$ cat src/rtl/if_fetch_ctrl.sv
// ---------------------------------------------------------------------------
// if_fetch_ctrl
// Instruction-fetch controller for a combinational instruction ROM.
// Owns the fetch PC, drives the ROM word address, captures each returned
// instruction into a 2-entry fetch buffer and hands instructions to decode
// over a valid/ready handshake. Execute-stage redirects flush the buffer
// and reload the fetch PC.
//
// Ports:
//   clk            rising-edge clock
//   rst_n          asynchronous active-low reset
//   en_i           fetch enable (low = no new fetches, buffer still drains)
//   rom_addr_o     ROM word address (fetch_pc[ROM_AW+1:2])
//   rom_inst_i     ROM data, valid in the same cycle as rom_addr_o
//   redirect_i     flush buffer and load redirect_pc_i
//   redirect_pc_i  redirect target byte address (low 2 bits ignored)
//   inst_valid_o   buffer head valid
//   inst_o         head instruction (NOP_INST when empty)
//   inst_pc_o      byte PC of head instruction (0 when empty)
//   inst_ready_i   decode accepts head this cycle
//   fetch_pc_o     current fetch PC
// ---------------------------------------------------------------------------
module if_fetch_ctrl #(
  parameter int                PC_W     = 32,
  parameter int                ROM_AW   = 8,
  parameter logic [PC_W-1:0]   RESET_PC = 32'h0000_0000,
  parameter logic [31:0]       NOP_INST = 32'h0000_0013
) (
  input  logic              clk,
  input  logic              rst_n,
  input  logic              en_i,
  output logic [ROM_AW-1:0] rom_addr_o,
  input  logic [31:0]       rom_inst_i,
  input  logic              redirect_i,
  input  logic [PC_W-1:0]   redirect_pc_i,
  output logic              inst_valid_o,
  output logic [31:0]       inst_o,
  output logic [PC_W-1:0]   inst_pc_o,
  input  logic              inst_ready_i,
  output logic [PC_W-1:0]   fetch_pc_o
);

  typedef enum logic [0:0] {
    ST_IDLE  = 1'b0,
    ST_FETCH = 1'b1
  } state_t;

  localparam logic [PC_W-1:0] PC_STEP = PC_W'(4);

  state_t            r_state;
  state_t            w_state_nxt;
  logic [PC_W-1:0]   r_fetch_pc;
  logic [1:0]        r_count;
  logic              r_rd_ptr;
  logic              r_wr_ptr;
  logic [31:0]       r_inst [2];
  logic [PC_W-1:0]   r_pc   [2];

  logic              w_pop;
  logic              w_push;
  logic [PC_W-1:0]   w_redirect_pc;
  logic              w_unused_pc_lsb;

  // Redirect targets are word aligned; the dropped low bits are intentionally ignored.
  assign w_redirect_pc   = {redirect_pc_i[PC_W-1:2], 2'b00};
  assign w_unused_pc_lsb = ^redirect_pc_i[1:0];

  // A full buffer may still accept a fetch when the head leaves in the same cycle.
  assign w_pop  = (r_count != 2'd0) & inst_ready_i;
  assign w_push = (r_state == ST_FETCH) & en_i & ~redirect_i &
                  ((r_count < 2'd2) | w_pop);

  // ROM address simply truncates the fetch PC, so high PCs alias to low words.
  assign rom_addr_o = r_fetch_pc[ROM_AW+1:2];
  assign fetch_pc_o = r_fetch_pc;

  // FSM state register.
  always_ff @(posedge clk or negedge rst_n) begin
    if (!rst_n) begin
      r_state <= ST_IDLE;
    end else begin
      r_state <= w_state_nxt;
    end
  end

  // FSM next-state logic; redirects never change state.
  always_comb begin
    w_state_nxt = r_state;
    case (r_state)
      ST_IDLE: begin
        if (en_i) begin
          w_state_nxt = ST_FETCH;
        end else begin
          w_state_nxt = ST_IDLE;
        end
      end
      ST_FETCH: begin
        if (!en_i) begin
          w_state_nxt = ST_IDLE;
        end else begin
          w_state_nxt = ST_FETCH;
        end
      end
      default: w_state_nxt = ST_IDLE;
    endcase
  end

  // Fetch PC, buffer pointers, occupancy and buffer storage.
  always_ff @(posedge clk or negedge rst_n) begin
    if (!rst_n) begin
      r_fetch_pc <= RESET_PC;
      r_count    <= 2'd0;
      r_rd_ptr   <= 1'b0;
      r_wr_ptr   <= 1'b0;
      r_inst[0]  <= 32'h0000_0000;
      r_inst[1]  <= 32'h0000_0000;
      r_pc[0]    <= '0;
      r_pc[1]    <= '0;
    end else if (redirect_i) begin
      // A coincident pop has already been seen by decode this cycle; the
      // remaining entries are stale and simply discarded.
      r_fetch_pc <= w_redirect_pc;
      r_count    <= 2'd0;
      r_rd_ptr   <= 1'b0;
      r_wr_ptr   <= 1'b0;
    end else begin
      if (w_push) begin
        r_inst[r_wr_ptr] <= rom_inst_i;
        r_pc[r_wr_ptr]   <= r_fetch_pc;
        r_wr_ptr         <= ~r_wr_ptr;
        r_fetch_pc       <= r_fetch_pc + PC_STEP;
      end
      if (w_pop) begin
        r_rd_ptr <= ~r_rd_ptr;
      end
      case ({w_push, w_pop})
        2'b10:   r_count <= r_count + 2'd1;
        2'b01:   r_count <= r_count - 2'd1;
        default: r_count <= r_count;
      endcase
    end
  end

  // Head-of-buffer presentation; an empty buffer shows a NOP at PC 0.
  always_comb begin
    inst_valid_o = 1'b0;
    inst_o       = NOP_INST;
    inst_pc_o    = '0;
    if (r_count != 2'd0) begin
      inst_valid_o = 1'b1;
      inst_o       = r_inst[r_rd_ptr];
      inst_pc_o    = r_pc[r_rd_ptr];
    end else begin
      inst_valid_o = 1'b0;
      inst_o       = NOP_INST;
      inst_pc_o    = '0;
    end
  end

endmodule

$ cat config.mk
export PLATFORM = sky130hd
export DESIGN_NAME = if_fetch_ctrl
export DESIGN_NICKNAME = d
export VERILOG_FILES = /design/src/rtl/if_fetch_ctrl.sv
export SDC_FILE = /design/constraint.sdc
export NUM_CORES = 1
export LEC_CHECK = 0
export BUFFER_PORTS_ARGS = -buffer_cell sky130_fd_sc_hd__buf_2
export CELL_PAD_IN_SITES_DETAIL_PLACEMENT = 1
export CELL_PAD_IN_SITES_GLOBAL_PLACEMENT = 1
export CORE_MARGIN = 2
export CORE_UTILIZATION = 43
export CTS_CLUSTER_DIAMETER = 50
export DETAILED_ROUTE_END_ITERATION = 8
export GPL_TIMING_DRIVEN = 1
export PLACE_DENSITY = 0.91
export SLEW_MARGIN = 20
export SYNTH_ARGS = -nofsm -noshare
export SYNTH_HDL_FRONTEND = slang
export SYNTH_SLANG_ARGS = --single-unit
$ cat constraint.sdc
create_clock -name clk -period 2.2 [get_ports clk]
set_clock_uncertainty 0.1 [all_clocks]
set_input_delay 0.44 -clock clk [delete_from_list [all_inputs] [get_ports clk]]
set_output_delay 0.44 -clock clk [all_outputs]
set_load 0.05 [all_outputs]
==> impl_metrics.tcl <==
set metrics [dict create \
    num_io_pins 174 \
    p_switching_w 0.00287 \
    power_density_nw_per_um2 949 \
    holdPathStages 1 \
    r2r_setup_slack_ns 0.11 \
    die_y_um 138 \
    start_util_pct 44.2 \
    cp.arrival_ns 1.67 \
    drtIter0Drc 282 \
    drc_errors 0 \
    cts_tree "built" \
    dp_hpwl_um 14300 \
    yosys_warnings 0 \
    hold_viol_final 0 \
    synth_edf_count 0 \
    swShare_pct 30.7 \
    yosysTopAreaCell "dfrtp_1" \
    fin_cells 1054 \
    finalCritPeriodShare_pct 101 \
    wl_um 22000 \
    worst_slack_ns -0.0142 \
    regToRegEndpoint "fetch_pc_o[18]" \
    relSlewSlack_pct 63.8 \
    num_rows 48 \
    dr_wl_met2_um 11600 \
    synth_top_family_by_area "multiplexers" \
    violations "setup timing" \
    routed.top_layer "met4" \
    irDropWorstVdd_v 0.000572 \
    synthTopCellsByArea "dfrtp_1, mux2_2, mux2i_1, nor2_1, nand2_1" \
    dr_total_vias 5756 \
    setup_viol 2 \
    drive_above_1_share_pct 45.2 \
    first_global_vias 6186 \
    synth_xor_area_share_pct 2.61 \
    critPathLaunch "r_rd_ptr" \
    rsz0062_at_grt "yes" \
    grt_max_degree 54 \
    cts_root_buffer "clkbuf_16" \
    drv_slew 0 \
    grt_overflow 0 \
    die_width_um 138 \
    status "finished with violations" \
    cts_buffers 17 \
    min-delay-start "en_i" \
    firstDrtPassIters 4 \
    core_um2 17400 \
    ys_async_sr_fraction_pct 100 \
    clock_latency_ns 0.42 \
    netlist_instances 639 \
    slowest_delay_ns 0.51 \
    clk_pin_slew_ns 0.06 \
    gp_congestion 0.780 \
    r2r_cells 7 \
    cp_data_required_time_ns 1.66 \
    grt_pass1_wl_um 33100 \
    hold_end "r_state" \
    postSynthAreaPerCell_um2 12.1 \
    synth_top_cell_area_share_pct 51.6 \
    cp_max_fo 29 \
    p_int_w 0.00648 \
    synth_compound_area_share_pct 3.04 \
    leakagePower_nw 4.39 \
    ys_seq_area_share_pct 51.6 \
    antenna_found_initial 1 \
    areaGrowthSynthToFinish_pct 27.8 \
    cp-end-kind "primary output" \
    power_frac_comb_pct 23.3 \
    crit_path_top_delay_cell "dfrtp_4" \
    hold_ws_ns 0.0717 \
    fin_crit_ns 2.21 \
    clockPowerShare_pct 33.6 \
    r2r_start "r_count[1]" \
    critPathBufInv 2 \
    avgViaCountPerCell 5.46 \
    post-place-cells 1015 \
    io_buffers 167 \
    synth_fa_ha_area_share_pct 0.162 \
    cts_sinks 159 \
    hold_class "input port to flip-flop" \
    crit_chain "buf_12 -> mux2i_1 -> nor2_1 -> clkbuf_4" \
    cts_max_level 4 \
    global_route.usage.total_pct 22.9 \
    maxCapViolCount 0 \
    fin_nets 885 \
    ys_types 46 \
    wl_met1_um 9170 \
    path_delay_family "flip-flops" \
    synth_area_um2 7710 \
    power_frac_seq_pct 43.1 \
    ys_seq_elements 159 \
    synthMuxAreaShare_pct 26.4 \
    clock.fmax_mhz 452 \
    dieArea_um2 19000 \
    ys.flop_type "dfrtp_1" \
    met3WireLength_um 623 \
    cts.path.max_buffers 2 \
    wire_per_inst_um 20.8 \
    start_kind "flip-flop" \
    ant_nets 0 \
    worstSetupPathType "flip-flop to primary output" \
    yosys.area_share.simple_pct 11.7 \
    worst-slew-pin-transition_ns 0.543 \
]
through the flow:
step,util (%),setup TNS (ns),area (µm²),setup WS (ns),total power (W)
floorplan,-,0,7720,0.00711,0.00548
global placement,50.9,0,8870,0.231,0.00598
detailed placement,50.9,0,8870,0.0873,0.00614
CTS,55.2,-0.0978,9610,-0.0220,0.00933
global route,56.5,-1.34,9850,-0.107,0.00974
finish,56.5,-0.0253,9850,-0.0142,0.00934
registers in the layout (all words and copies together) (netlist names):
name	cells
fetch_pc_o	30
r_count	2
r_inst	64
r_pc	60
r_rd_ptr	1
r_state	1
r_wr_ptr	1
how the worst max path moves through the flow:
stage | end | slack, ns | cells past startpoint
detailed placement | fetch_pc_o[28] | 0.09 | 6
finish | inst_o[13] | -0.01 | 4
global placement | fetch_pc_o[28] | 0.23 | 6
global route | inst_o[13] | -0.11 | 4
CTS | inst_o[30] | -0.02 | 4
floorplan | fetch_pc_o[28] | 0.007 | 6
power by group through the flow:
stage | Sequential, W | Clock [W] | Combinational (W)
after floorplan | 0.00410 | 0 | 0.00138
after global placement | 0.00399 | 0 | 0.00198
after detailed placement | 0.00406 | 0 | 0.00207
after CTS | 0.00402 | 0.00320 | 0.00212
after global routing | 0.00410 | 0.00330 | 0.00234
final | 0.00403 | 0.00314 | 0.00218
Yosys cell counts, types with 2 or more instances:
cell type	n
nand4_2	2
nor3b_1	2
xnor2_1	17
buf_4	19
nor3_2	2
and2_1	3
o21ai_1	12
dfrtp_1	159
o21ai_0	13
mux2_2	115
and4_1	3
nor4_2	5
nor3_1	6
or2_2	2
clkbuf_1	11
a21oi_1	3
o211ai_1	7
and3_1	7
nor2_1	67
mux2i_1	63
nand4_4	2
xor2_1	6
mux2_1	10
nand2_1	42
buf_6	7
nand3_1	13
buf_2	10
nor4_1	4
nand4_1	6
inv_1	5
cell families (layout without fill, tap and decap cells):
group / count (synthesis) / in the layout
buf+inv: 54 / 240
simple gates: 173 / 173
compound gates: 40 / 40
mux: 188 / 188
fa+ha+maj: 1 / 1
xor+xnor: 23 / 23
flops: 159 / 159
other cells: 1 / 5
metal layers:
metal,global-route usage [%],up-vias
li1,-,2573
met4,9.30,0
met3,3.14,34
met1,28.2,3014
met5,0,-
met2,40.7,135
cells in the final DEF, fill, tap and decap left out, types with 17 or more instances in the layout:
master / instances
mux2i_1: 62
mux2_2: 115
nand2_1: 42
buf_6: 21
buf_2: 110
xnor2_1: 17
clkbuf_16: 19
dfrtp_1: 155
buf_4: 41
nor2_1: 64
final cells by class:
type / count / area (µm²)
fillers: 1830 / 7570
flip-flops and latches: 159 / 3990
multi-input cells: 429 / 3420
repair buffers: 202 / 1510
clock buffers: 20 / 447
well taps: 225 / 282
clock inverters: 12 / 181
inverters: 6 / 22.5
diodes: 1 / 2.50
timing repair:
action,4_1_cts,5_1_grt
hold buffers,1,0
cloned,0,2
pin swaps,0,0
gates resized for setup,38,61
endpoints found under the hold margin,45,0
setup buffers,0,3
setup endpoints to repair,43,63
Power figures use the tool's default switching activity.
